## src/rtl/nn_node_feeder_if.sv

```systemverilog
// Signal bundle between the stream loader, nn_node_feeder, nn_node and the result consumer.
// The slave modport is the feeder's view; master is the surrounding system's view.
interface nn_node_feeder_if;
   logic [15:0] s_data;
   logic        s_valid;
   logic        s_ready;
   logic        s_wload;
   logic [15:0] x0, x1, x2, x3;
   logic [15:0] w04, w14, w24, w34;
   logic [15:0] w05, w15, w25, w35;
   logic [15:0] w06, w16, w26, w36;
   logic [15:0] w07, w17, w27, w37;
   logic [15:0] w48, w58, w68, w78;
   logic [15:0] w49, w59, w69, w79;
   logic        in_ready;
   logic [15:0] out0, out1;
   logic        out10_ready, out11_ready;
   logic [15:0] res0, res1;
   logic        res_valid;
   logic        res_ready;
   logic [7:0]  frame_cnt;

   modport slave (
      input  s_data, s_valid, s_wload, out0, out1, out10_ready, out11_ready, res_ready,
      output s_ready, in_ready, res0, res1, res_valid, frame_cnt,
      output x0, x1, x2, x3,
      output w04, w14, w24, w34, w05, w15, w25, w35, w06, w16, w26, w36,
      output w07, w17, w27, w37, w48, w58, w68, w78, w49, w59, w69, w79
   );

   modport master (
      output s_data, s_valid, s_wload, out0, out1, out10_ready, out11_ready, res_ready,
      input  s_ready, in_ready, res0, res1, res_valid, frame_cnt,
      input  x0, x1, x2, x3,
      input  w04, w14, w24, w34, w05, w15, w25, w35, w06, w16, w26, w36,
      input  w07, w17, w27, w37, w48, w58, w68, w78, w49, w59, w69, w79
   );
endinterface

```

## src/rtl/nn_node_feeder.sv

```systemverilog
// Assembles a serial 16-bit word stream into nn_node's x/w buses and returns its results.
// Define FEEDER_WEIGHT_HOLD_EN to allow 4-word frames that reuse the previous weights.
module nn_node_feeder (
   input  logic                   clk,
   input  logic                   rst,
   nn_node_feeder_if.slave        feed_if,
   output logic [1:0]             state_o
);
   // Valid/ready: a word moves on s_valid && s_ready, a result on res_valid && res_ready;
   // senders hold data stable while valid is high and unaccepted, and valid never waits on ready.
   localparam logic [1:0] ST_LOAD   = 2'd0;
   localparam logic [1:0] ST_RUN    = 2'd1;
   localparam logic [1:0] ST_RESULT = 2'd2;
   localparam logic [4:0] LAST_FULL  = 5'd27;

   logic [1:0]  state_q, state_d;
   logic [4:0]  idx_q, idx_d;
   logic [15:0] word_q [0:27];
   logic [15:0] word_d [0:27];
   logic        in_ready_q, in_ready_d;
   logic        got0_q, got0_d;
   logic        got1_q, got1_d;
   logic [15:0] res0_q, res0_d;
   logic [15:0] res1_q, res1_d;
   logic        res_valid_q, res_valid_d;
   logic [7:0]  frame_cnt_q, frame_cnt_d;
   logic        s_ready;
   logic        accept;
   logic [4:0]  last_idx;

   assign s_ready = (state_q == ST_LOAD) && !rst;
   assign accept  = feed_if.s_valid && s_ready;

`ifdef FEEDER_WEIGHT_HOLD_EN
   localparam logic [4:0] LAST_SHORT = 5'd3;
   logic have_w_q, have_w_d;
   logic short_q, short_d;
   logic short_now;

   // Frame length is decided by s_wload on word 0; weights must have been loaded once since reset.
   assign short_now = (idx_q == 5'd0) ? (have_w_q && !feed_if.s_wload) : short_q;
   assign last_idx  = short_now ? LAST_SHORT : LAST_FULL;
   assign short_d   = (accept && idx_q == 5'd0) ? short_now : short_q;
   assign have_w_d  = have_w_q || (accept && idx_q == LAST_FULL);

   always_ff @(posedge clk) begin
      if (rst) begin
         have_w_q <= 1'b0;
         short_q  <= 1'b0;
      end else begin
         have_w_q <= have_w_d;
         short_q  <= short_d;
      end
   end
`else
   logic unused_wload;
   assign unused_wload = feed_if.s_wload;
   assign last_idx     = LAST_FULL;
`endif

   always_comb begin
      state_d     = state_q;
      idx_d       = idx_q;
      word_d      = word_q;
      in_ready_d  = in_ready_q;
      got0_d      = got0_q;
      got1_d      = got1_q;
      res0_d      = res0_q;
      res1_d      = res1_q;
      res_valid_d = res_valid_q;
      frame_cnt_d = frame_cnt_q;
      case (state_q)
         ST_LOAD: begin
            if (accept) begin
               word_d[idx_q] = feed_if.s_data;
               if (idx_q == last_idx) begin
                  idx_d      = 5'd0;
                  state_d    = ST_RUN;
                  in_ready_d = 1'b1;
               end else begin
                  idx_d = idx_q + 5'd1;
               end
            end
         end
         ST_RUN: begin
            // Only the first strobe of each output is captured.
            if (feed_if.out10_ready && !got0_q) begin
               got0_d = 1'b1;
               res0_d = feed_if.out0;
            end
            if (feed_if.out11_ready && !got1_q) begin
               got1_d = 1'b1;
               res1_d = feed_if.out1;
            end
            if (got0_d && got1_d) begin
               state_d     = ST_RESULT;
               in_ready_d  = 1'b0;
               res_valid_d = 1'b1;
            end
         end
         ST_RESULT: begin
            if (feed_if.res_ready) begin
               frame_cnt_d = frame_cnt_q + 8'd1;
               got0_d      = 1'b0;
               got1_d      = 1'b0;
               res_valid_d = 1'b0;
               state_d     = ST_LOAD;
            end
         end
         default: state_d = ST_LOAD;
      endcase
   end

   always_ff @(posedge clk) begin
      if (rst) begin
         state_q     <= ST_LOAD;
         idx_q       <= 5'd0;
         in_ready_q  <= 1'b0;
         got0_q      <= 1'b0;
         got1_q      <= 1'b0;
         res0_q      <= 16'd0;
         res1_q      <= 16'd0;
         res_valid_q <= 1'b0;
         frame_cnt_q <= 8'd0;
         for (int i = 0; i < 28; i++) word_q[i] <= 16'd0;
      end else begin
         state_q     <= state_d;
         idx_q       <= idx_d;
         in_ready_q  <= in_ready_d;
         got0_q      <= got0_d;
         got1_q      <= got1_d;
         res0_q      <= res0_d;
         res1_q      <= res1_d;
         res_valid_q <= res_valid_d;
         frame_cnt_q <= frame_cnt_d;
         for (int i = 0; i < 28; i++) word_q[i] <= word_d[i];
      end
   end

   assign state_o           = state_q;
   assign feed_if.s_ready   = s_ready;
   assign feed_if.in_ready  = in_ready_q;
   assign feed_if.res0      = res0_q;
   assign feed_if.res1      = res1_q;
   assign feed_if.res_valid = res_valid_q;
   assign feed_if.frame_cnt = frame_cnt_q;

   assign feed_if.x0  = word_q[0];
   assign feed_if.x1  = word_q[1];
   assign feed_if.x2  = word_q[2];
   assign feed_if.x3  = word_q[3];
   assign feed_if.w04 = word_q[4];
   assign feed_if.w14 = word_q[5];
   assign feed_if.w24 = word_q[6];
   assign feed_if.w34 = word_q[7];
   assign feed_if.w05 = word_q[8];
   assign feed_if.w15 = word_q[9];
   assign feed_if.w25 = word_q[10];
   assign feed_if.w35 = word_q[11];
   assign feed_if.w06 = word_q[12];
   assign feed_if.w16 = word_q[13];
   assign feed_if.w26 = word_q[14];
   assign feed_if.w36 = word_q[15];
   assign feed_if.w07 = word_q[16];
   assign feed_if.w17 = word_q[17];
   assign feed_if.w27 = word_q[18];
   assign feed_if.w37 = word_q[19];
   assign feed_if.w48 = word_q[20];
   assign feed_if.w58 = word_q[21];
   assign feed_if.w68 = word_q[22];
   assign feed_if.w78 = word_q[23];
   assign feed_if.w49 = word_q[24];
   assign feed_if.w59 = word_q[25];
   assign feed_if.w69 = word_q[26];
   assign feed_if.w79 = word_q[27];
endmodule
```

## src/flat_wrapper.sv

```systemverilog
// flat-port wrapper written by rule: the top's interface ports become plain ports
module nn_node_feeder_flat 
  (clk, rst, state_o, feed_if_s_data, feed_if_s_valid, feed_if_s_wload, feed_if_out0, feed_if_out1, feed_if_out10_ready, feed_if_out11_ready, feed_if_res_ready, feed_if_s_ready, feed_if_in_ready, feed_if_res0, feed_if_res1, feed_if_res_valid, feed_if_frame_cnt, feed_if_x0, feed_if_x1, feed_if_x2, feed_if_x3, feed_if_w04, feed_if_w14, feed_if_w24, feed_if_w34, feed_if_w05, feed_if_w15, feed_if_w25, feed_if_w35, feed_if_w06, feed_if_w16, feed_if_w26, feed_if_w36, feed_if_w07, feed_if_w17, feed_if_w27, feed_if_w37, feed_if_w48, feed_if_w58, feed_if_w68, feed_if_w78, feed_if_w49, feed_if_w59, feed_if_w69, feed_if_w79);
  nn_node_feeder_if feed_if_i ();
  input  logic clk;
  input  logic rst;
  output logic [1:0] state_o;
  input wire logic [$bits(feed_if_i.s_data)-1:0] feed_if_s_data;
  input wire logic [$bits(feed_if_i.s_valid)-1:0] feed_if_s_valid;
  input wire logic [$bits(feed_if_i.s_wload)-1:0] feed_if_s_wload;
  input wire logic [$bits(feed_if_i.out0)-1:0] feed_if_out0;
  input wire logic [$bits(feed_if_i.out1)-1:0] feed_if_out1;
  input wire logic [$bits(feed_if_i.out10_ready)-1:0] feed_if_out10_ready;
  input wire logic [$bits(feed_if_i.out11_ready)-1:0] feed_if_out11_ready;
  input wire logic [$bits(feed_if_i.res_ready)-1:0] feed_if_res_ready;
  output wire logic [$bits(feed_if_i.s_ready)-1:0] feed_if_s_ready;
  output wire logic [$bits(feed_if_i.in_ready)-1:0] feed_if_in_ready;
  output wire logic [$bits(feed_if_i.res0)-1:0] feed_if_res0;
  output wire logic [$bits(feed_if_i.res1)-1:0] feed_if_res1;
  output wire logic [$bits(feed_if_i.res_valid)-1:0] feed_if_res_valid;
  output wire logic [$bits(feed_if_i.frame_cnt)-1:0] feed_if_frame_cnt;
  output wire logic [$bits(feed_if_i.x0)-1:0] feed_if_x0;
  output wire logic [$bits(feed_if_i.x1)-1:0] feed_if_x1;
  output wire logic [$bits(feed_if_i.x2)-1:0] feed_if_x2;
  output wire logic [$bits(feed_if_i.x3)-1:0] feed_if_x3;
  output wire logic [$bits(feed_if_i.w04)-1:0] feed_if_w04;
  output wire logic [$bits(feed_if_i.w14)-1:0] feed_if_w14;
  output wire logic [$bits(feed_if_i.w24)-1:0] feed_if_w24;
  output wire logic [$bits(feed_if_i.w34)-1:0] feed_if_w34;
  output wire logic [$bits(feed_if_i.w05)-1:0] feed_if_w05;
  output wire logic [$bits(feed_if_i.w15)-1:0] feed_if_w15;
  output wire logic [$bits(feed_if_i.w25)-1:0] feed_if_w25;
  output wire logic [$bits(feed_if_i.w35)-1:0] feed_if_w35;
  output wire logic [$bits(feed_if_i.w06)-1:0] feed_if_w06;
  output wire logic [$bits(feed_if_i.w16)-1:0] feed_if_w16;
  output wire logic [$bits(feed_if_i.w26)-1:0] feed_if_w26;
  output wire logic [$bits(feed_if_i.w36)-1:0] feed_if_w36;
  output wire logic [$bits(feed_if_i.w07)-1:0] feed_if_w07;
  output wire logic [$bits(feed_if_i.w17)-1:0] feed_if_w17;
  output wire logic [$bits(feed_if_i.w27)-1:0] feed_if_w27;
  output wire logic [$bits(feed_if_i.w37)-1:0] feed_if_w37;
  output wire logic [$bits(feed_if_i.w48)-1:0] feed_if_w48;
  output wire logic [$bits(feed_if_i.w58)-1:0] feed_if_w58;
  output wire logic [$bits(feed_if_i.w68)-1:0] feed_if_w68;
  output wire logic [$bits(feed_if_i.w78)-1:0] feed_if_w78;
  output wire logic [$bits(feed_if_i.w49)-1:0] feed_if_w49;
  output wire logic [$bits(feed_if_i.w59)-1:0] feed_if_w59;
  output wire logic [$bits(feed_if_i.w69)-1:0] feed_if_w69;
  output wire logic [$bits(feed_if_i.w79)-1:0] feed_if_w79;
  assign feed_if_i.s_data = feed_if_s_data;
  assign feed_if_i.s_valid = feed_if_s_valid;
  assign feed_if_i.s_wload = feed_if_s_wload;
  assign feed_if_i.out0 = feed_if_out0;
  assign feed_if_i.out1 = feed_if_out1;
  assign feed_if_i.out10_ready = feed_if_out10_ready;
  assign feed_if_i.out11_ready = feed_if_out11_ready;
  assign feed_if_i.res_ready = feed_if_res_ready;
  assign feed_if_s_ready = feed_if_i.s_ready;
  assign feed_if_in_ready = feed_if_i.in_ready;
  assign feed_if_res0 = feed_if_i.res0;
  assign feed_if_res1 = feed_if_i.res1;
  assign feed_if_res_valid = feed_if_i.res_valid;
  assign feed_if_frame_cnt = feed_if_i.frame_cnt;
  assign feed_if_x0 = feed_if_i.x0;
  assign feed_if_x1 = feed_if_i.x1;
  assign feed_if_x2 = feed_if_i.x2;
  assign feed_if_x3 = feed_if_i.x3;
  assign feed_if_w04 = feed_if_i.w04;
  assign feed_if_w14 = feed_if_i.w14;
  assign feed_if_w24 = feed_if_i.w24;
  assign feed_if_w34 = feed_if_i.w34;
  assign feed_if_w05 = feed_if_i.w05;
  assign feed_if_w15 = feed_if_i.w15;
  assign feed_if_w25 = feed_if_i.w25;
  assign feed_if_w35 = feed_if_i.w35;
  assign feed_if_w06 = feed_if_i.w06;
  assign feed_if_w16 = feed_if_i.w16;
  assign feed_if_w26 = feed_if_i.w26;
  assign feed_if_w36 = feed_if_i.w36;
  assign feed_if_w07 = feed_if_i.w07;
  assign feed_if_w17 = feed_if_i.w17;
  assign feed_if_w27 = feed_if_i.w27;
  assign feed_if_w37 = feed_if_i.w37;
  assign feed_if_w48 = feed_if_i.w48;
  assign feed_if_w58 = feed_if_i.w58;
  assign feed_if_w68 = feed_if_i.w68;
  assign feed_if_w78 = feed_if_i.w78;
  assign feed_if_w49 = feed_if_i.w49;
  assign feed_if_w59 = feed_if_i.w59;
  assign feed_if_w69 = feed_if_i.w69;
  assign feed_if_w79 = feed_if_i.w79;
  nn_node_feeder u_core (.clk(clk), .rst(rst), .feed_if(feed_if_i), .state_o(state_o));
endmodule
```

## config.mk

```make
export PLATFORM = sky130hd
export DESIGN_NAME = nn_node_feeder_flat
export DESIGN_NICKNAME = d
export VERILOG_FILES = /design/src/rtl/nn_node_feeder_if.sv /design/src/rtl/nn_node_feeder.sv /design/src/flat_wrapper.sv
export SDC_FILE = /design/constraint.sdc
export NUM_CORES = 1
export LEC_CHECK = 0
export ABC_CLOCK_PERIOD_IN_PS = 2500
export CAP_MARGIN = 0
export CORE_MARGIN = 5
export CORE_UTILIZATION = 40
export CTS_BUF_LIST = sky130_fd_sc_hd__clkbuf_4 sky130_fd_sc_hd__clkbuf_8 sky130_fd_sc_hd__clkbuf_16
export DETAILED_ROUTE_END_ITERATION = 10
export GPL_TIMING_DRIVEN = 0
export PLACE_DENSITY = 0.75
export SLEW_MARGIN = 10
export SYNTH_ARGS = -nofsm -noshare
export SYNTH_HDL_FRONTEND = slang
export SYNTH_SLANG_ARGS = --single-unit
```

## constraint.sdc

```tcl
create_clock -name clk -period 2.5 [get_ports clk]
set_input_delay 0.5 -clock clk [delete_from_list [all_inputs] [get_ports clk]]
set_output_delay 0.5 -clock clk [all_outputs]
set_load 0.01 [all_outputs]
```

# Word level (Yosys, flattened, before mapping)
# Cells that the tools add are included.
[op_classes] n_addsub=2 order_cmp=2 eq_ne=7 n_mux=22 bitwise=1 reduce_logical=20
[ops] operator="$bwmux 448" count=1
[ops] operator="$demux 16 s5" count=1
[ops] operator="$mux 16" count=1
[ops] operator="$reduce_and 2->1" count=5
[ops] operator="$mux 1" count=9
[ops] operator="$add 8x1->8 const B" count=1
[ops] operator="$mux 2" count=4
[ops] operator="$pmux 1 s2" count=4
[ops] operator="$reduce_and 4->1" count=2
[ops] operator="$ge 6x6->1 const B" count=1
[ops] operator="$logic_and 1x1->1" count=6
[ops] operator="$lt 6x1->1 const B" count=1
[ops] operator="$not 5->6" count=1
[ops] operator="$pmux 2 s3" count=1
[ops] operator="$add 5x1->5 const B" count=1
[ops] operator="$eq 5x5->1 const B" count=1
[ops] operator="$mux 5" count=1
[ops] operator="$ne 2x1->1 const B" count=2
[ops] operator="$ne 2x2->1 const B" count=2
[ops] operator="$reduce_bool 2->1" count=2
[ops] operator="$logic_not 1->1" count=3
[ops] operator="$reduce_and 3->1" count=1
[ops] operator="$eq 2x1->1 const B" count=1
[ops] operator="$eq 2x2->1 const B" count=1
[ops] operator="$logic_not 2->1" count=1
[word_totals] reg_bits=499 in_bits=55 out_inout_bits=493

# Longest topological paths before layout
[depth] word_depth=7 ltp_mapped=7 mapped_depth_nobuf=5

# Least setup slack after synthesis
# No wires, ideal clock.
[synth_timing] kind="register -> register" start="register u_core.idx_q[0]" end="register u_core.word_q, in the netlist u_core.feed_if.w04[10]" t_arrival_ns=1.798 t_required_ns=2.368 path_slack_ns=0.570 stages_incl_launch_ff=8 synth_period_minus_slack_ns=1.930 cell_sequence="dfxtp_1 > inv_1 > ha_1 > clkbuf_1 > buf_1 > nand3_4 > buf_6 > mux2i_1"
[synth_between] elab_chain_cells=6
[synth_rtl] element="start, declared" line_no="nn_node_feeder.sv:17" rtl="logic [4:0] idx_q, idx_d;"
[synth_rtl] element="start signal, assigned" line_no="nn_node_feeder.sv:128" rtl="idx_q <= idx_d;"
[synth_rtl] element="$not 5->6 (implied by the code) (*)" line_no="nn_node_feeder.sv:75" rtl="word_d[idx_q] = feed_if.s_data;"
[synth_rtl] element="$ge 6x6->1 (implied by the code) or $lt 6x1->1 (tied branches)" line_no="nn_node_feeder.sv:75"
[synth_rtl] element="$logic_and 1x1->1 (implied by the code)" line_no="nn_node_feeder.sv:75"
[synth_rtl] element="$mux 16 (implied by the code)" line_no="nn_node_feeder.sv:75"
[synth_rtl] element="$demux 16 s5 (*)" line_no="nn_node_feeder.sv:75"
[synth_rtl] element="$bwmux 448 (*)" line_no="nn_node_feeder.sv:75"
[synth_rtl] element="end, declared" line_no="nn_node_feeder.sv:18" rtl="logic [15:0] word_q [0:27];"
# Mark *: on every way between the ends. The rest lies on a longest branch, timed or not.
# A chain may end at the register's enable or synchronous reset.

# Worst setup path after layout
[layout_timing] start="input feed_if_s_data[8]" end="register u_core.word_q, in the netlist u_core.feed_if.w35[8]"
[layout_between] elab_chain_cells=1
[layout_rtl] element="start, declared" line_no="flat_wrapper.sv:8" rtl="input wire logic [$bits(feed_if_i.s_data)-1:0] feed_if_s_data;"
[layout_rtl] element="$bwmux 448" line_no="nn_node_feeder.sv:75"
# No other way between the ends.

==> results.env <==
REGAREA_UM2=9990
STARTPOINT_TYPE='input port'
STARTING_UTILIZATION_OF_THE_CORE_AREA_PCT=40.4
POST_SYNTH_MAIN_AREA_CONTRIBUTORS='sky130_fd_sc_hd__dfxtp_1 (51%), sky130_fd_sc_hd__mux2i_1 (20%), sky130_fd_sc_hd__nand2b_1 (13%)'
CTS_SETUP_BUFFERS=0
ROW_COUNT=81
TIMING.FINAL.CRIT_PERIOD_NS=2.41
CELL_CLASS_CONTRIBUTING_THE_BIGGEST_SHARE_OF_WORST_PATH_DELAY='buffers and inverters'
ENDPOINT_KIND='flop'
ROUTE.ANTENNA.REMAINING_NETS=0
MAX_SLEW.WORST_PIN.SLEW_NS=0.972
CRITPATHMAXFANOUT=10
PLACE_HPWL_UM=53900
SLOWEST_DELAY_NS=0.79
MULTI_INPUT_GATE_AREA_IN_THE_FINAL_LAYOUT_UM2=8880
CRITPATHBUFINV=3
WORST_SETUP_PATH_STARTPOINT='feed_if_s_data[8]'
NET_COUNT_REPORTED_AT_FINISH=2514
FP.DIEW_UM=232
PLACEABLECOREAREA_UM2=48800
CLK_LATENCY_NS=0.60
SYN_AVG_CELL_AREA_UM2=10.6
POWER.DENSITY_CELL_AREA_nW_PER_UM2=611
SYNTH_TOP_CELL_AREA_SHARE_PCT=50.7
OVERFLOW=0
CTS.ROOT.BUFFER_CELL='sky130_fd_sc_hd__clkbuf_16'
CRIT_PATH_TOP_DELAY_CELL='sky130_fd_sc_hd__clkbuf_1'
DIEAREA_UM2=53800
POST-ROUTE-PERIOD-UTIL_PCT=96.5
HOLDCRITPATHCLASS='reg2reg'
GRTUSAGETOTAL_PCT=25.8
TIMING.FINAL.MAX_SLEW_VIOLATIONS=0
MIN-DELAY-START='u_core.feed_if.res1[15]'
SYNTH_CELL_TYPE_COUNT=43
SYNTH-SEQ-CELLS=499
SYNTH_TOP_AREA_CELL='sky130_fd_sc_hd__dfxtp_1'
FINALSETUPVIOLATIONS=0
YS_SEQ_AREA_SHARE_PCT=50.7
TOTAL_POWER_uW=17000
FIRST_GLOBAL_VIAS=16605
POWER.IR.VDD_WORST_mV=0.546
TRITONCTS='yes'
DRT_PASS1_ITERATIONS=7
R2R-START='u_core.state_o[1]'
CTS_SINKS=499
POST_ROUTE_WL_UM=73100
DIE-HEIGHT_UM=232
FIN_SKEW_NS=0.0232
NETLIST_AREA_UM2=19700
RSZ0062_AT_GRT='no'
CTS.CLK_SLEW.WORST_PATHS_NS=0.06
NUM-FILL-CELLS=4223
POWER.STATIC_LEAKAGE_uW=0.0121
POSTSYNTHCELLCOUNT=1854
YOSYS_WARNINGS=0
MAXIMUM_NUMBER_OF_PINS_ON_ONE_NET_BEFORE_GLOBAL_ROUTE_REPAIR=14
ITERATION_0_DRC_MARKERS=995
ROUTE.DETAILED.WL_PER_INST_UM=23.2
CRITICAL_PATH_ARRIVAL_NS=2.83
SLEW-LIMIT-HEADROOM_PCT=35.2
CTSHTREEMAXLEVEL=2
DRC_ERRORS=0
PLACE_INST=3064
FLOW.AREA_GROWTH_FROM_SYNTHESIS_PCT=41.4
STDCELL_COUNT=3158
IO_BUFFERS=546
WORST-ENDPOINT-REQUIRED_NS=2.92
TIMING.SETUP.CRITICAL_PATH_CLASS='in2reg'
CTSLONGESTPATHBUFFERS=3
ROUTE.VIAS.TOTAL=16162
VIAS_PER_CELL=5.12
GRT_FIRST_PASS_WIRELENGTH_UM=106000
DESIGN.PORTCOUNT=548
FINALHOLDVIOLATIONS=0
STATUS='completed'
TRITONCTS.NUM_BUFFERS=53
FINAL_CELL_MIX='sky130_fd_sc_hd__clkdlybuf4s50_1 (544), sky130_fd_sc_hd__dfxtp_1 (499), sky130_fd_sc_hd__nand2b_1 (417), sky130_fd_sc_hd__mux2i_1 (401), sky130_fd_sc_hd__clkbuf_1 (130)'
ROUTABILITYCONGESTION=0.862
LEADING_CELL_TYPE_IN_THE_LAYOUT_FILL_AND_TAPS_EXCLUDED='sky130_fd_sc_hd__clkdlybuf4s50_1'
FINAL_LAYOUT_SIZE_SUFFIX_GT1_SHARE_PCT=6.98
CLOCK.FMAX_GHz=0.414
MAX-CAP-VIOLATIONS=0
POST_SYNTHESIS_NET_COUNT=1914
WORSTPATHCELLLIST='clkdlybuf4s50_1 -> nand2b_1 -> buf_1 -> clkbuf_1 -> mux2i_1'
FINAL.HOLD.WORST_SLACK_NS=0.453
GRT_ANTENNA_BEFORE_REPAIR=1
-- cell usage after synthesis (all sizes together) --
cell type and instances:
a211oi 1, a21o 1, a21oi 92, a22oi 1, a2bb2oi 2, and3b 4
and4b 1, buf 46, clkbuf 135, clkinv 1, dfxtp 499, ha 5
inv 5, mux2i 401, nand2 69, nand2b 417, nand3 44, nand3b 1
nand4 35, nand4b 2, nor2 6, nor2b 1, nor3 6, nor3b 3
nor4b 1, nor4bb 2, o21a 1, o21ai 20, o22ai 1, o31ai 36
or3 4, or3b 3, or4 3, or4b 1, or4bb 2, xor2 2
-- worst paths after layout --
check | end | slack, ns | cells after the start
worst max-delay path | u_core.feed_if.w35[8] | 0.09 | 5
worst min-delay path | u_core.feed_if.res1[15] | 0.45 | 2
worst min register to register | u_core.feed_if.res1[15] | 0.45 | 2
worst max register to register | u_core.feed_if.w24[9] | 0.18 | 6
-- metal layers --
layer | share of wire (%) | GRT usage, % | vias to the layer above
met5 | 0 | 0 | -
met4 | 3.9 | 9.27 | 0
met3 | 7.9 | 7.04 | 162
met2 | 47 | 43.1 | 623
met1 | 41 | 32.0 | 7913
li1 | - | - | 7464
-- layout make-up --
cell class | count | share of cell area (%)
multi-input combinational | 1168 | 31.9
sequential | 499 | 35.8
clock buffer | 79 | 5.87
tap | 664 | 2.98
buffer | 180 | 3.06
antenna | 1 | 0.00898
inverter | 6 | 0.0943
timing repair buffer | 546 | 19.6
clock inverter | 15 | 0.673
-- worst reg2reg max path: cells and delay by family (launching register included) --
| kind | cells | cell delay (ns) |
|---|---|---|
| buffers and inverters | 3 | 0.89 |
| flip-flops | 1 | 0.35 |
| multiplexers | 1 | 0.16 |
| AND/OR/NAND/NOR | 2 | 0.77 |
-- timing repair --
item                       in CTS  in global routing
hold buffers                    0                  0
setup endpoints to repair     423                 14
resized for setup              14                  3
pin swaps                       0                  0
-- per-stage QoR --
stage | worst slack [ns] | TNS (ns) | util, % | instance area [um^2]
3_5_place_dp | -1.45 | -416.68 | 53.2 | 26000
5_1_grt | 0.000812 | 0 | 57.1 | 27900
4_1_cts | 0.0860 | 0 | 57.0 | 27900
6_report | 0.0870 | 0 | 57.1 | 27900
3_3_place_gp | -1.45 | -403.33 | 53.2 | 26000
2_1_floorplan | 0.570 | 0 | - | 19700
-- cells by family after synthesis --
kind of cell	after synthesis	share of synthesized area (%)
AOI/OAI and AO/OA	155	4.49
and+or+nand+nor	605	19.7
xor gates and xnor gates	2	0.0889
DFF	499	50.7
buffers and inverters	187	4.33
adders and majority gates	5	0.317
muxes	401	20.4
-- power by group --
group          switching, uW  internal (uW)  leakage (uW)
Sequential              17.6           7980       0.00402
Combinational            563            312       0.00716
Clock                   3250           4920      0.000915
Note: power is estimated with default switching activity, not from simulation.
